`config.mk`:
```
export PLATFORM = sky130hd
export DESIGN_NAME = imem_fetch_port
export DESIGN_NICKNAME = d
export VERILOG_FILES = /design/src/rtl/imem_fetch_port.sv
export SDC_FILE = /design/constraint.sdc
export NUM_CORES = 2
export LEC_CHECK = 0
export CORE_MARGIN = 5
export CORE_UTILIZATION = 40
export CTS_CLUSTER_DIAMETER = 50
export CTS_CLUSTER_SIZE = 30
export DETAILED_ROUTE_END_ITERATION = 8
export GPL_ROUTABILITY_DRIVEN = 0
export SKIP_CTS_REPAIR_TIMING = 1
export SLEW_MARGIN = 25
export SYNTH_ARGS = -nofsm -noshare
export SYNTH_HDL_FRONTEND = slang
export SYNTH_SLANG_ARGS = --single-unit
```
`constraint.sdc`:
```
create_clock -name clk -period 4.8 [get_ports clk]
set_clock_uncertainty 0.15 [all_clocks]
set_input_delay 0.72 -clock clk [delete_from_list [all_inputs] [get_ports clk]]
set_output_delay 0.72 -clock clk [all_outputs]
set_load 0.01 [all_outputs]
```
`src/rtl/imem_fetch_port.sv`:
```
// Synchronous-read instruction memory behind a valid/ready fetch port with wait states and a
// byte-enabled load port. Define IMEM_PARITY_EN to store and check one even-parity bit per word.
module imem_fetch_port #(
  parameter int unsigned       INS_ADDRESS = 9,
  parameter int unsigned       INS_W       = 32,
  parameter int unsigned       ADDR_W      = 32,
  parameter int unsigned       WAIT_STATES = 0,
  parameter logic [INS_W-1:0]  NOP_WORD    = 32'h0000_0013
) (
  input  logic                     clk,
  input  logic                     rst,
  input  logic                     fetch_valid,
  output logic                     fetch_ready,
  input  logic [ADDR_W-1:0]        fetch_addr,
  input  logic                     flush,
  output logic                     resp_valid,
  input  logic                     resp_ready,
  output logic [INS_W-1:0]         resp_data,
  output logic                     resp_err,
  input  logic                     ld_we,
  input  logic [INS_ADDRESS-3:0]   ld_addr,
  input  logic [INS_W-1:0]         ld_data,
  input  logic [INS_W/8-1:0]       ld_be
);
  localparam int unsigned DEPTH     = 2**(INS_ADDRESS-2);
  localparam int unsigned NB        = INS_W/8;
  localparam logic [2:0]  WAIT_LOAD = (WAIT_STATES > 0) ? 3'(WAIT_STATES - 1) : 3'd0;

  typedef enum logic [1:0] {
    IDLE = 2'd0,
    WAIT = 2'd1,
    RESP = 2'd2
  } state_t;

  state_t                 state_r;
  logic [2:0]             wait_cnt_r;
  logic                   resp_valid_r;
  logic [INS_W-1:0]       resp_data_r;
  logic                   resp_err_r;
  logic [INS_W-1:0]       mem_r [DEPTH];

  logic                   accept_s;
  logic                   misalign_s;
  logic                   range_err_s;
  logic                   rd_err_s;
  logic                   any_err_s;
  logic [INS_ADDRESS-3:0] rd_idx_s;
  logic [INS_W-1:0]       rd_word_s;

  assign accept_s    = fetch_valid & fetch_ready;
  assign misalign_s  = (fetch_addr[1:0] != 2'b00);
  assign range_err_s = (fetch_addr[ADDR_W-1:INS_ADDRESS] != {(ADDR_W-INS_ADDRESS){1'b0}});
  assign rd_idx_s    = fetch_addr[INS_ADDRESS-1:2];
  assign rd_word_s   = mem_r[rd_idx_s];
  assign any_err_s   = misalign_s | range_err_s | rd_err_s;

  assign resp_valid  = resp_valid_r;
  assign resp_data   = resp_data_r;
  assign resp_err    = resp_err_r;

  // Request acceptance: idle, or draining a response this cycle; never during a flush.
  always_comb begin
    fetch_ready = 1'b0;
    if (flush) begin
      fetch_ready = 1'b0;
    end else if (state_r == IDLE) begin
      fetch_ready = 1'b1;
    end else if (state_r == RESP) begin
      fetch_ready = resp_ready;
    end else begin
      fetch_ready = 1'b0;
    end
  end

  // Load-port byte writes; storage is deliberately not reset.
  always_ff @(posedge clk) begin
    if (ld_we) begin
      for (int b = 0; b < NB; b++) begin
        if (ld_be[b]) begin
          mem_r[ld_addr][b*8 +: 8] <= ld_data[b*8 +: 8];
        end
      end
    end
  end

`ifdef IMEM_PARITY_EN
  logic             par_r [DEPTH];
  logic [INS_W-1:0] ld_merged_s;

  function automatic logic even_parity(input logic [INS_W-1:0] w);
    return ^w;
  endfunction

  // Word as it will look after the byte-enabled write, so parity covers kept bytes too.
  always_comb begin
    ld_merged_s = mem_r[ld_addr];
    for (int b = 0; b < NB; b++) begin
      if (ld_be[b]) begin
        ld_merged_s[b*8 +: 8] = ld_data[b*8 +: 8];
      end else begin
        ld_merged_s[b*8 +: 8] = mem_r[ld_addr][b*8 +: 8];
      end
    end
  end

  // Parity storage, refreshed on every load-port write.
  always_ff @(posedge clk) begin
    if (ld_we) begin
      par_r[ld_addr] <= even_parity(ld_merged_s);
    end
  end

  assign rd_err_s = (even_parity(rd_word_s) != par_r[rd_idx_s]);
`else
  assign rd_err_s = 1'b0;
`endif

  // Fetch FSM; the array is read once at acceptance and held in the response register.
  always_ff @(posedge clk or posedge rst) begin
    if (rst) begin
      state_r      <= IDLE;
      wait_cnt_r   <= 3'd0;
      resp_valid_r <= 1'b0;
      resp_data_r  <= NOP_WORD;
      resp_err_r   <= 1'b0;
    end else begin
      if (accept_s) begin
        resp_err_r  <= any_err_s;
        resp_data_r <= any_err_s ? NOP_WORD : rd_word_s;
      end
      if (flush) begin
        state_r      <= IDLE;
        wait_cnt_r   <= 3'd0;
        resp_valid_r <= 1'b0;
      end else begin
        case (state_r)
          IDLE: begin
            if (accept_s) begin
              state_r      <= (WAIT_STATES == 0) ? RESP : WAIT;
              wait_cnt_r   <= WAIT_LOAD;
              resp_valid_r <= (WAIT_STATES == 0);
            end
          end
          WAIT: begin
            if (wait_cnt_r == 3'd0) begin
              state_r      <= RESP;
              resp_valid_r <= 1'b1;
            end else begin
              wait_cnt_r <= wait_cnt_r - 3'd1;
            end
          end
          RESP: begin
            if (resp_ready) begin
              if (accept_s) begin
                state_r      <= (WAIT_STATES == 0) ? RESP : WAIT;
                wait_cnt_r   <= WAIT_LOAD;
                resp_valid_r <= (WAIT_STATES == 0);
              end else begin
                state_r      <= IDLE;
                resp_valid_r <= 1'b0;
              end
            end
          end
          default: begin
            state_r      <= IDLE;
            resp_valid_r <= 1'b0;
          end
        endcase
      end
    end
  end
endmodule
```
Word level (Yosys, flattened, before mapping)
Memory sizes are Yosys's and may differ from the RTL's.
Index checks and enable logic that the tools add are counted.
- flip-flop bits (word level): 39
- memory bits (writable): 4096
- bits of input ports: 81
- output and inout port bits: 35
- word-level logic and storage cells: 55
- memories kept: 1
- memory list (memory ; words ; width ; rd ports ; clocked after Yosys merged registers in ; wr ports ; line ; RTL):
    mem_r ; 128 ; 32 ; 1 ; 0 ; 1 ; 40 ; logic [INS_W-1:0] mem_r [DEPTH];
- add/sub/neg operators: 1
- eq/ne operators: 6
- multiplexer cells: 33
- bitwise gates (word level): 2
- reduce and logical (&&, ||, !) cells: 7
- operators by type and width (cell ; count):
    two-way mux 32 bit ; 1
    nonzero test 23 bit ; 1
    two-way mux 1 bit ; 20
    two-way mux 3 bit ; 4
    != test 3 bit (second input constant) ; 4
    two-way mux 2 bit ; 5
    one-hot mux 3 bit (3 select lines) ; 1
    one-hot mux 2 bit (3 select lines) ; 1
    AND reduction 3 bit ; 2
    nonzero test 4 bit ; 1
    zero test 3 bit ; 1
    one-hot mux 1 bit (3 select lines) ; 1
    subtractor 3 x 1 -> 3 bit (second input constant) ; 1
    == test 2 x 1 -> 1 bit (second input constant) ; 1
    == test 2 bit (second input constant) ; 1
    zero test 2 bit ; 1
    nonzero test 2 bit ; 1
    AND 1 bit ; 1
    OR 1 bit ; 1

Depth between registers and ports, before layout
- depth in word-level cells: 9
- mapped depth: 11
- gate-level depth less buffers: 6

Worst setup path after synthesis
No wires, ideal clock.
- path kind: input to register
- start: input fetch_addr[2]
- end: register resp_data_r[19], in the netlist resp_data[19]
- arrival: 2.515 ns
- required time: 4.519 ns
- slack: 2.004 ns
- cell stages on the path: 9
- path through: buf_4 -> buf_4 -> buf_4 -> buf_2 -> mux4_2 -> a211oi_1 -> nand3_1 -> nand4_1 -> o211ai_1
- cells in the longest elaborated chain, start to end: 2
- ends and longest elaborated chain (element ; line ; RTL):
    start: declaration ; 14 ; input logic [ADDR_W-1:0] fetch_addr,
    memory (128 x 32 bit) ; - ;
    two-way mux 32 bit ; 129 ; resp_data_r <= any_err_s ? NOP_WORD : rd_word_s;
    end signal: assignment ; 129 ;
    end: declaration ; 38 ; logic [INS_W-1:0] resp_data_r;
Every way passes these cells.
A chain may end at the register's enable or synchronous reset.

Worst setup path in the final report
- start: register state_r[1]
- end: output fetch_ready
- cells in the longest elaborated chain, start to end: 4
- elaborated cells on any way between the ends: 5
- classes of those cells: eq/ne (1); mux (3); reduce/logical (1)
- ends and longest elaborated chain (element ; line ; RTL):
    start: declaration ; 35 ; state_t state_r;
    start signal: assignment ; 139 ; state_r <= (WAIT_STATES == 0) ? RESP : WAIT;
    start signal: assignment ; 155 ; state_r <= (WAIT_STATES == 0) ? RESP : WAIT;
    == test 2 bit ; 68 ; end else if (state_r == RESP) begin
    two-way mux 1 bit ; 68 ;
    two-way mux 1 bit (*) ; 66 ; end else if (state_r == IDLE) begin
    two-way mux 1 bit (*) ; 64 ; if (flush) begin
    end: declaration ; 13 ; output logic fetch_ready,
Every way passes the cells marked *; elsewhere a longest branch is shown, timed or not.

==> results.md <==
- Max-slew violations: 0
- Asr flop ratio synth: 0.00823
- CTS tree: built
- CTS Buf Count: 342
- Root Driver: clkbuf_16
- DRC viols: 0
- Final worst slack: 1.37 ns
- Routed Antenna Nets: 0
- Synth-to-Final Area Change: 13.4%
- Syn Inst Count: 7712
- Post-synthesis sequential area ratio: 0.775
- Worst slew margin: 0.239
- Slew @ Worst Pin: 1.14 ns
- Status: finished, final reports clean
- Clock transition at path regs: 0.09 ns
- Dpl ws: 0.529 ns
- Vias per inst: 5.88
- GR Util met2: 0.336
- LEAKAGE: 56.4 nW
- Antenna violations before repair: 30
- DR WL/cell: 31.9 um
- Final min period: 3.43 ns
- Area leader, netlist: edfxtp_1
- Via count: 80200
- Pin count of the biggest net entering global routing: 129
- HP Class: in -> reg
- Switching Share: 0.230
- Number of flops mapped to enable cells by yosys: 4096
- Number of endpoints failing setup at the final stage: 0
- Die ar.: 412000 sq um
- Crit path DAT: 2.56 ns
- Max Clk Rate: 0.291 GHz
- Core Region: 399000 sq um
- # clock sinks: 4130
- IO Port Bufs: 115
- First-pass GRT wire length: 615 mm
- Slowest CP cell: clkdlybuf4s50_1
- Final Hold Fails: 0
- Clock insertion delay at the later pin of the skew report: 0.92 ns
- GRT overflow: 0
- Total track usage: 0.206
- Syn Nets: 7793
- Clock share of power: 0.408
- Total net switching power: 0.0168 W
- GR Util met1: 0.283
- WP data required: 3.93 ns
- Die height: 642 um
- Row Count: 232
- I/O pin total: 116
- P_int: 0.0563 W
- Setup CP Type: reg -> out
- H-tree levels: 5
- Setup TNS: 0 ns
- Avg Cell Area, Syn: 20.7 sq um
- Die X-Extent: 642 um
- Peak fanout along the critical path: 4
- Max Root-Sink Buffers: 4
- Met3 Use GR: 0.0371
- GRT busiest layer: met2
- First DRT Iteration DRCs: 9984
- RSZ-0062 raised after global routing: no
- CP startpoint kind: flop
- Max-cap violations: 0
- Register bit total from synthesis: 4130
- Comb power frac: 0.049
- CP max stage delay: 0.57 ns
- Sequential share of power: 0.542
- Synthesized area: 160000 sq um
- Synth top area share: 0.769
- Endpoint type of the worst setup path: primary output
- First-pass DRT Iterations: 6
- Nets: 8157
- Placed cell area: 169000 sq um
- Crit path cell chain: nor2b_1 > buf_4 > nor2_1 > clkdlybuf4s50_1
- Dominant synthesized flop cell: edfxtp_1
- Top-count cell post-synth: edfxtp_1
- Synth top cells by count: 4096 x edfxtp_1, 874 x mux4_2, 568 x nor2_1
- Starting Density: 0.401
- Period Utilization, post-route: 0.715
- Number of global-route vias before repair: 80400
- Synth warnings: 0
- HPWL after detailed placement: 292 mm
- Layout cells sized above 1: 0.237
- Synth unique cells: 49
- Fill count: 33300
- Fin area: 181000 sq um
- Detailed Route WL: 435 mm
- Pwr Density: 404 nW/um^2
- Peak supply drop: 0.353 mV
- Ranking of synthesized cells by area: edfxtp_1 77%, mux4_2 12%, mux2i_1 2.6%, nor2_1 1.3%, o221ai_1 0.79%
==> critical path: cells and delay by family (launching register included) <==
family	cells	cell delay, ns
buf+inv	2	0.78
simple gates	2	0.36
flops	1	0.48
==> power by group through the flow <==
stage / registers (W) / logic, W / clock network (W)
final: 0.0397 / 0.00361 / 0.0299
after global routing: 0.0397 / 0.00378 / 0.0318
after CTS: 0.0397 / 0.00361 / 0.0303
after detailed placement: 0.0405 / 0.00360 / 0
after global placement: 0.0405 / 0.00355 / 0
after floorplan: 0.0405 / 0.00183 / 0
==> cell families after synthesis <==
logic type	after synthesis	share of synthesized area
simple gates	1096	0.0291
buf+inv	477	0.0141
flops	4130	0.775
compound gates	687	0.0308
mux	1322	0.151
==> routing by layer <==
metal / vias up / wire length [um]
met1: 42900 / 172000
li1: 32900 / -
met4: 6 / 16000
met3: 679 / 36100
met2: 3721 / 211000
met5: - / 36
==> flip-flops by register name, indices dropped and copies added, names as in the netlist <==
| register | cells |
|---|---|
| state_r | 1 |
| mem_r | 4096 |
| resp_data | 32 |
| resp_err | 1 |
==> path summary, 6_finish.rpt <==
path                                               start                         to  slack, ns  cells after the start
worst min register to register  resp_data[1]$_DFFE_PP1P_   resp_data[1]$_DFFE_PP1P_       0.38                      2
worst max register to register    state_r[1]$_DFFE_PP0P_  resp_data[26]$_DFFE_PP0P_       1.59                      8
worst max-delay path              state_r[1]$_DFFE_PP0P_                fetch_ready       1.37                      4
max in group asynchronous                            rst  resp_data[24]$_DFFE_PP0P_       3.52                      3
min in group asynchronous                            rst     state_r[1]$_DFFE_PP0P_       0.41                      3
worst min-delay path                         ld_data[20]     mem_r[9][20]$_DFFE_PP_       0.08                      1
==> per-stage QoR <==
stage / hold WS (ns) / instances / utilization / power [W]
CTS: -0.134 / 13600 / 0.454 / 0.0736
finish: 0.0818 / 13600 / 0.454 / 0.0732
global placement: 0.362 / 13000 / 0.424 / 0.0440
global route: 0.0340 / 13600 / 0.454 / 0.0753
floorplan: 0.366 / 7712 / - / 0.0423
detailed placement: 0.364 / 13000 / 0.424 / 0.0441
==> layout make-up <==
type	count	area, sq um	area share
flip-flops and latches	4130	124000	0.683
multi-input cells	3105	34000	0.188
clock buffers	367	8790	0.0485
well taps	5265	6590	0.0363
repair buffers	494	4650	0.0257
clock inverters	257	3300	0.0182
diodes	12	30.0	0.000166
inverters	3	16.3	0.0000898
==> placed cells by master, fill, tap and decap left out, types with 18 or more instances in the layout <==
master | netlist | routed
edfxtp_1 | 4096 | 4096
mux4_2 | 874 | 874
nor2_1 | 568 | 533
mux2i_1 | 416 | 416
buf_4 | 57 | 355
clkbuf_16 | 0 | 348
nand2_1 | 234 | 228
o221ai_1 | 144 | 144
a21oi_1 | 127 | 127
nor3_1 | 128 | 127
a22oi_1 | 109 | 109
o22ai_1 | 90 | 90
clkdlybuf4s50_1 | 0 | 77
nand3_1 | 63 | 62
a211oi_1 | 61 | 61
o211ai_1 | 60 | 60
buf_12 | 0 | 55
inv_6 | 0 | 49
clkinv_8 | 0 | 45
inv_8 | 0 | 39
a22o_1 | 32 | 32
mux2_2 | 32 | 32
nor2_2 | 0 | 32
a31oi_1 | 31 | 31
dfrtp_1 | 31 | 31
and2_1 | 31 | 29
nand4_1 | 29 | 29
bufinv_16 | 0 | 23
inv_12 | 0 | 21
clkinvlp_4 | 0 | 20
clkinv_2 | 0 | 18
clkbuf_1 | 244 | 18
No activity file was read; power rests on OpenSTA's default activity.
